--- src/rtl/load_store_unit.sv ---
// -----------------------------------------------------------------------------
// load_store_unit
//   Data-memory access unit for the MEM stage of the MIPS pipeline. A load or
//   store instruction becomes one request/acknowledge transaction on a
//   word-wide data bus. Stores are handled with byte and halfword lane
//   replication, and loads are sign or zero extended. The pipeline is stalled
//   while the transaction is in flight.
//
//   Optional feature macro: LSU_ALIGN_CHECK_EN
//     When defined, misaligned halfword and word accesses skip the bus and
//     pulse misalign_lsu_o. When undefined, misalign_lsu_o is tied low and the
//     low address bits are ignored for those sizes.
//
// Ports
//   clk, rst           pipeline clock, asynchronous active-high reset
//   mem_read_lsu_i     memory-read control from decode
//   mem_wr_lsu_i       memory-write control from decode
//   instr_op_lsu_i     opcode of the MEM-stage instruction
//   addr_lsu_i         effective address
//   wr_data_lsu_i      store data (rt)
//   stall_lsu_o        pipeline hold while an access is in progress
//   rd_data_lsu_o      extended load result (held until the next load)
//   rd_valid_lsu_o     one-cycle load-result strobe
//   misalign_lsu_o     one-cycle misaligned-access flag
//   dmem_req_o/we_o    bus request / write enable
//   dmem_addr_o        word-aligned bus address
//   dmem_be_o          byte enables (bit n covers data[8n+7:8n])
//   dmem_wdata_o       lane-replicated store data
//   dmem_ack_i         bus acknowledge (read data valid in the same cycle)
//   dmem_rdata_i       bus read word
// -----------------------------------------------------------------------------
module load_store_unit (
  input  logic        clk,
  input  logic        rst,
  input  logic        mem_read_lsu_i,
  input  logic        mem_wr_lsu_i,
  input  logic [5:0]  instr_op_lsu_i,
  input  logic [31:0] addr_lsu_i,
  input  logic [31:0] wr_data_lsu_i,
  output logic        stall_lsu_o,
  output logic [31:0] rd_data_lsu_o,
  output logic        rd_valid_lsu_o,
  output logic        misalign_lsu_o,
  output logic        dmem_req_o,
  output logic        dmem_we_o,
  output logic [31:0] dmem_addr_o,
  output logic [3:0]  dmem_be_o,
  output logic [31:0] dmem_wdata_o,
  input  logic        dmem_ack_i,
  input  logic [31:0] dmem_rdata_i
);

  typedef enum logic [1:0] {
    ST_IDLE = 2'd0,
    ST_REQ  = 2'd1,
    ST_DONE = 2'd2
  } state_e;

  // Access size is encoded in opcode bits [1:0] for every load/store:
  // 00 byte, 01 halfword, 11 word.
  localparam logic [1:0] SZ_BYTE = 2'b00;
  localparam logic [1:0] SZ_HALF = 2'b01;

  function automatic logic is_load(input logic [5:0] op);
    case (op)
      6'b100000, 6'b100001, 6'b100011, 6'b100100, 6'b100101: is_load = 1'b1;
      default:                                               is_load = 1'b0;
    endcase
  endfunction

  function automatic logic is_store(input logic [5:0] op);
    case (op)
      6'b101000, 6'b101001, 6'b101011: is_store = 1'b1;
      default:                         is_store = 1'b0;
    endcase
  endfunction

  function automatic logic [3:0] byte_en(input logic [1:0] size, input logic [1:0] lo);
    case (size)
      SZ_BYTE: byte_en = 4'b0001 << lo;
      SZ_HALF: byte_en = lo[1] ? 4'b1100 : 4'b0011;
      default: byte_en = 4'b1111;
    endcase
  endfunction

  function automatic logic [31:0] store_data(input logic [1:0] size, input logic [31:0] wd);
    case (size)
      SZ_BYTE: store_data = {4{wd[7:0]}};
      SZ_HALF: store_data = {2{wd[15:0]}};
      default: store_data = wd;
    endcase
  endfunction

  function automatic logic [31:0] load_extract(input logic [1:0]  size,
                                               input logic        sext,
                                               input logic [1:0]  lo,
                                               input logic [31:0] w);
    logic [7:0]  b;
    logic [15:0] h;
    b = w[{lo, 3'b000} +: 8];
    h = lo[1] ? w[31:16] : w[15:0];
    case (size)
      SZ_BYTE: load_extract = {{24{sext & b[7]}}, b};
      SZ_HALF: load_extract = {{16{sext & h[15]}}, h};
      default: load_extract = w;
    endcase
  endfunction

`ifdef LSU_ALIGN_CHECK_EN
  function automatic logic misaligned(input logic [1:0] size, input logic [1:0] lo);
    case (size)
      SZ_BYTE: misaligned = 1'b0;
      SZ_HALF: misaligned = lo[0];
      default: misaligned = (lo != 2'b00);
    endcase
  endfunction
`endif

  state_e      state_q, state_d;
  logic        ld_s, st_s, start_s, misalign_s;
  logic [1:0]  size_q;
  logic        sext_q;
  logic        store_q;
  logic        misalign_q;
  logic [1:0]  addr_lo_q;
  logic [29:0] word_addr_q;
  logic [3:0]  be_q;
  logic [31:0] wdata_q;
  logic [31:0] rd_data_q;

  assign ld_s    = mem_read_lsu_i & is_load(instr_op_lsu_i);
  assign st_s    = mem_wr_lsu_i & is_store(instr_op_lsu_i);
  assign start_s = ld_s | st_s;

`ifdef LSU_ALIGN_CHECK_EN
  assign misalign_s = misaligned(instr_op_lsu_i[1:0], addr_lsu_i[1:0]);
`else
  assign misalign_s = 1'b0;
`endif

  // State register; reset returns to IDLE at once, even mid-request.
  always_ff @(posedge clk or posedge rst) begin
    if (rst) begin
      state_q <= ST_IDLE;
    end else begin
      state_q <= state_d;
    end
  end

  // Next-state logic.
  always_comb begin
    state_d = state_q;
    case (state_q)
      ST_IDLE: begin
        if (start_s) begin
          state_d = misalign_s ? ST_DONE : ST_REQ;
        end else begin
          state_d = ST_IDLE;
        end
      end
      ST_REQ: begin
        if (dmem_ack_i) begin
          state_d = ST_DONE;
        end else begin
          state_d = ST_REQ;
        end
      end
      ST_DONE: state_d = ST_IDLE;
      default: state_d = ST_IDLE;
    endcase
  end

  // Access latch at the IDLE edge and load-result capture on acknowledge.
  always_ff @(posedge clk or posedge rst) begin
    if (rst) begin
      size_q      <= 2'b00;
      sext_q      <= 1'b0;
      store_q     <= 1'b0;
      misalign_q  <= 1'b0;
      addr_lo_q   <= 2'b00;
      word_addr_q <= 30'd0;
      be_q        <= 4'b0000;
      wdata_q     <= 32'd0;
      rd_data_q   <= 32'd0;
    end else begin
      if ((state_q == ST_IDLE) && start_s) begin
        size_q      <= instr_op_lsu_i[1:0];
        sext_q      <= ~instr_op_lsu_i[2];   // LBU/LHU have bit 2 set
        store_q     <= st_s;
        misalign_q  <= misalign_s;
        addr_lo_q   <= addr_lsu_i[1:0];
        word_addr_q <= addr_lsu_i[31:2];
        be_q        <= byte_en(instr_op_lsu_i[1:0], addr_lsu_i[1:0]);
        wdata_q     <= store_data(instr_op_lsu_i[1:0], wr_data_lsu_i);
      end
      if ((state_q == ST_REQ) && dmem_ack_i && !store_q) begin
        rd_data_q <= load_extract(size_q, sext_q, addr_lo_q, dmem_rdata_i);
      end
    end
  end

  // Output decode from state and latched access fields. Stall in IDLE is
  // combinational so the instruction is held on the very cycle it is seen.
  always_comb begin
    stall_lsu_o    = 1'b0;
    dmem_req_o     = 1'b0;
    dmem_we_o      = 1'b0;
    rd_valid_lsu_o = 1'b0;
    misalign_lsu_o = 1'b0;
    case (state_q)
      ST_IDLE: stall_lsu_o = start_s;
      ST_REQ: begin
        stall_lsu_o = 1'b1;
        dmem_req_o  = 1'b1;
        dmem_we_o   = store_q;
      end
      ST_DONE: begin
        rd_valid_lsu_o = ~store_q & ~misalign_q;
        misalign_lsu_o = misalign_q;
      end
      default: stall_lsu_o = 1'b0;
    endcase
  end

  assign dmem_addr_o   = {word_addr_q, 2'b00};
  assign dmem_be_o     = be_q;
  assign dmem_wdata_o  = wdata_q;
  assign rd_data_lsu_o = rd_data_q;

endmodule

--- config.mk ---
export PLATFORM = sky130hd
export DESIGN_NAME = load_store_unit
export DESIGN_NICKNAME = d
export VERILOG_FILES = /design/src/rtl/load_store_unit.sv
export SDC_FILE = /design/constraint.sdc
export NUM_CORES = 1
export LEC_CHECK = 0
export ABC_AREA = 1
export CAP_MARGIN = 25
export CORE_AREA = 4 4 144 91
export DETAILED_ROUTE_END_ITERATION = 10
export DIE_AREA = 0 0 148 95
export PLACE_DENSITY = 0.86
export SLEW_MARGIN = 20
export SYNTH_ARGS = -nofsm -noshare
export SYNTH_HDL_FRONTEND = slang
export SYNTH_SLANG_ARGS = --single-unit
--- constraint.sdc ---
create_clock -name clk -period 4.6 [get_ports clk]
set_clock_uncertainty 0.1 [all_clocks]
set_input_delay 0.92 -clock clk [delete_from_list [all_inputs] [get_ports clk]]
set_output_delay 0.92 -clock clk [all_outputs]
set_load 0.005 [all_outputs]
Yosys cells after proc, flatten, opt, wreduce, memory -nomap -nowiden
Cells that the tools add are included.
Widths: inputs -> output; s select.
{"block": "word_totals", "register_bits": 106, "latch_bits": 0, "mem_bits_rw": 0, "romBits": 0, "output_inout_bits": 105, "memories": 0}
{"block": "classes", "n_addsub": 0, "mul": 0, "div": 0, "order_cmp": 0, "n_eq_ne": 12, "shift": 2, "muxes": 14, "bitwise_logic": 7, "reduce_logical": 9}
{"operator": "$pmux 32 s2", "n": 2}
{"operator": "$eq 6x6->1 const B", "n": 8}
{"operator": "$shiftx 32x6->8", "n": 1}
{"operator": "$mux 16", "n": 1}
{"operator": "$pmux 4 s2", "n": 1}
{"operator": "$eq 2x1->1 const B", "n": 3}
{"operator": "$logic_not 2->1", "n": 3}
{"operator": "$mux 1", "n": 6}
{"operator": "$reduce_or 5->1", "n": 1}
{"operator": "$and 1x1->1", "n": 4}
{"operator": "$mux 4", "n": 1}
{"operator": "$pmux 2 s2", "n": 1}
{"operator": "$shl 1x2->4 const A", "n": 1}
{"operator": "$logic_and 1x1->1", "n": 3}
{"operator": "$reduce_or 3->1", "n": 1}
{"operator": "$eq 2x2->1 const B", "n": 1}
{"operator": "$mux 2", "n": 1}
{"operator": "$not 1->1", "n": 2}
{"operator": "$pmux 1 s2", "n": 1}
{"operator": "$logic_not 1->1", "n": 1}
{"operator": "$or 1x1->1", "n": 1}

Longest topological paths before layout
{"block": "depth", "word_depth": 7, "ltp_mapped": 10}

Least setup slack after synthesis
Ideal clock, no wire load.
{"block": "synth_path", "kind": "input-to-output", "start": "input port instr_op_lsu_i[0]", "end": "output port stall_lsu_o", "arrival_time_ns": 1.710, "required_time_ns": 3.580, "slack_ns": 1.870, "stages": 8, "n_path_buf": 2, "path_cell_list": "inv_2 -> nand2_1 -> nand3b_1 -> nor2_1 -> nand3_2 -> buf_6 -> buf_2 -> nand2_1"}
{"block": "synth_between", "elab_chain_len": 6}
{"element": "start, declared", "line": "37", "text": "input logic [5:0] instr_op_lsu_i,"}
{"element": "$eq 6x6->1 (on tied branches)", "line": "65, 72"}
{"element": "$reduce_or 5->1 or $reduce_or 3->1 (tied branches)", "line": "65, 72"}
{"element": "$mux 1 (on tied branches)", "line": "65, 72"}
{"element": "$and 1x1->1 (on tied branches)", "line": "131, 132"}
{"element": "$or 1x1->1 (*)", "line": "133", "text": "assign start_s = ld_s | st_s;"}
{"element": "$pmux 1 s2 (*)", "line": "210", "text": "case (state_q)"}
{"element": "end, declared", "line": "40", "text": "output logic stall_lsu_o,"}
Mark *: on every way between the ends. The rest lies on a longest branch, timed or not.

Worst setup path in the final report
Same ends and word-level chain as after synthesis.

==> key figures <==
Run status
  • Status: complete, no violations

Synth
  • Sequential area share after synthesis: 0.536
  • Primary FF master, synth: dfrtp_1
  • Asr flop ratio synth: 1.00
  • Most instantiated cells after synthesis: 261 x nand2_1, 106 x dfrtp_1, 67 x a21oi_1
  • EDFF count, synth: 0
  • Synth area leader: dfrtp_1
  • Netlist cell types: 26
  • Most frequent cell after synthesis: nand2_1
  • Synth Instances: 639
  • Area contributors post-synth: dfrtp_1 54%, nand2_1 20%, a21oi_1 6.8%
  • Share of the synthesized area in the top cell type: 0.536
  • Mapped Avg Cell Area: 7.75 sq um
  • Synthesized area: 0.00495 sq mm
  • Yosys reg bits: 106
  • Syn. warnings: 0

Placed design
  • GPL Wtd Cong: 0.857
  • Worst slack, placed: 967 ps
  • Placed wire-length estimate: 11.7 mm
  • # port buffers: 208

GRT
  • GR Overflow Total: 0
  • Total GRT Usage: 0.225
  • First-pass GRT wire length: 25.0 mm
  • Antenna violations before repair: 0
  • Pin count of the biggest net entering global routing: 117
  • Vias in the first global route: 4830

Clock tree
  • CTS tree: built
  • TritonCTS Buffers: 9
  • Postcts setup bufs: 0
  • H-tree Lvls: 3
  • Clk sinks: 106
  • Clock Pin Slew Worst Setup and Hold Paths: 70 ps
  • Post-CTS Hold Buffers: 0
  • Worst-Skew Late Latency: 340 ps
  • Root Buffer: clkbuf_16
  • CTS resizes: 0
  • Clock Path Buffers: 2

Routing
  • DRT antenna net count: 0
  • Wire length per cell: 15.6 um
  • Via count: 4917
  • Drt total wl: 15.6 mm
  • Vias/cell: 4.92
  • Initial DRC Count: 270
  • Initial DRT Pass Iterations: 5
  • DRC viols: 0

Timing
  • Tmin final: 3570 ps
  • Pins Over Slew Limit: 0
  • Final setup fails: 0
  • Tightest Pin Transition: 1000 ps
  • Final worst-path cycle share: 0.776
  • Final Hold Viols: 0
  • Setup TNS: 0 ps
  • Max-Slew Margin vs Limit: 0.332
  • RSZ-0062 raised after global routing: no
  • Setup ws final: 1030 ps
  • Hold Worst Slack: 381 ps
  • FMAX: 280 MHz

Critical path
  • FF-to-FF Start: state_q[1]
  • Worst setup SP type: primary input
  • Worst Path Required: 3580 ps
  • CP Launch Point: instr_op_lsu_i[0]
  • CP delay by family, top: buffers and inverters
  • Critical Path Fanout Max: 5
  • Crit path max-delay cell type: clkdlybuf4s50_1
  • Crit path DAT: 2550 ps
  • Buf+Inv Stages, Crit Path: 3
  • Worst stage delay on the critical path: 520 ps
  • Setup CP Type: primary input to output port
  • Crit path cell chain: clkdlybuf4s50_1 > inv_2 > nand2_1 > nand3b_1 > nor2_1 > nand3_4 > nand2_1 > clkdlybuf4s50_1
  • Critical Path End Type: output port

Power
  • Pwr dens: 466 mW/mm^2
  • Gate power share: 0.376
  • Leak: 3.52 nW
  • Clock power share: 0.207
  • Internal cell power: 2.36 mW
  • Sequential Power Share: 0.417
  • Maximum VDD drop: 0.227 mV
  • Tot Pwr: 3.45 mW
  • Switch Pwr: 1.09 mW
  • Switching Share: 0.315

Die
  • Starting Density: 0.420
  • Die Area: 0.0141 sq mm
  • Die W: 148 um
  • Die Ht: 95 um
  • Total core area: 0.0118 sq mm
  • Cell Rows: 31
  • # IOs: 212

Final layout
  • Number of antenna diodes: 0
  • Nets: 938
  • Syn-to-layout area delta: 49.4%
  • Fillcell total: 1060
  • Layout cell share with drive strength beyond 1: 0.0479

Worst hold path
  • Hold Crit Start: dmem_be_o[1]
  • Hold WC Path Type: register to register

Job
  • MaxCap Viol Count: 0
[layout make-up]
cell class / instances / area (sq um) / area share
Clock buffer: 9 / 225 / 0.0304
Clock inverter: 6 / 42.5 / 0.00575
Inverter: 38 / 145 / 0.0196
Multi-Input combinational cell: 460 / 1980 / 0.267
Sequential cell: 106 / 2650 / 0.359
Tap cell: 165 / 206 / 0.0279
Timing Repair Buffer: 216 / 2150 / 0.291
[worst min-delay path: stages (launching register included)]
cell     delay (ps)
dfrtp_1         340
nand2_1          50
o21ai_0          60
[cells by family after synthesis]
| family | synth area share |
|---|---|
| flip-flops | 0.536 |
| other | 0.000757 |
| AO/OA/AOI/OAI | 0.130 |
| AND/OR/NAND/NOR | 0.265 |
| buffers and inverters | 0.0687 |
[routing by layer]
metal | vias to the layer above | wire length, um | global-route usage
li1 | 2401 | - | -
met1 | 2293 | 6990 | 0.301
met2 | 214 | 6750 | 0.351
met3 | 9 | 1800 | 0.0916
met4 | 0 | 102 | 0.0423
met5 | - | 0 | 0
[cell usage in the layout (no fill, tap or decap), types with 2 or more instances in the layout]
cell type	n
dfrtp_1	106
o21ai_1	10
buf_4	7
clkinvlp_4	2
a21oi_1	67
clkdlybuf4s50_1	208
nand3_1	5
inv_6	2
o21ai_0	49
nand2_1	261
inv_2	3
inv_1	34
nor2_2	2
nand3b_1	2
conb_1	3
or2_2	7
nand4_1	6
clkinv_2	2
clkbuf_16	9
nor2_1	41
[stage by stage]
step / util / std cells / cell area, sq um
floorplan: - / 641 / 4960
global placement: 0.603 / 984 / 7120
detailed placement: 0.605 / 985 / 7130
CTS: 0.627 / 1000 / 7400
global route: 0.627 / 1000 / 7400
finish: 0.627 / 1000 / 7400
[state kept, by name (all words and copies together), names as in the netlist]
register       count
dmem_be_o          4
rd_data_lsu_o     32
word_addr_q       30
dmem_wdata_o      32
addr_lo_q          2
size_q             2
state_q            2
store_q            1
sext_q             1
[power groups by stage]
stage	combinational, mW	sequential [mW]	clock, mW
final	1.30	1.44	0.713
after global placement	1.28	1.44	0
after detailed placement	1.31	1.45	0
after CTS	1.31	1.44	0.738
after global routing	1.44	1.48	0.776
after floorplan	0.486	1.42	0
[worst paths after layout]
check	cells past startpoint	to	slack, ps
max in group asynchronous	3	rd_data_lsu_o[26]	2630
min reg2reg	2	dmem_be_o[1]	380
max reg2reg	7	word_addr_q[27]	2250
max	8	stall_lsu_o	1030
min	2	dmem_be_o[1]	380
min in group asynchronous	2	word_addr_q[9]	930
No activity file was read; power rests on OpenSTA's default activity.
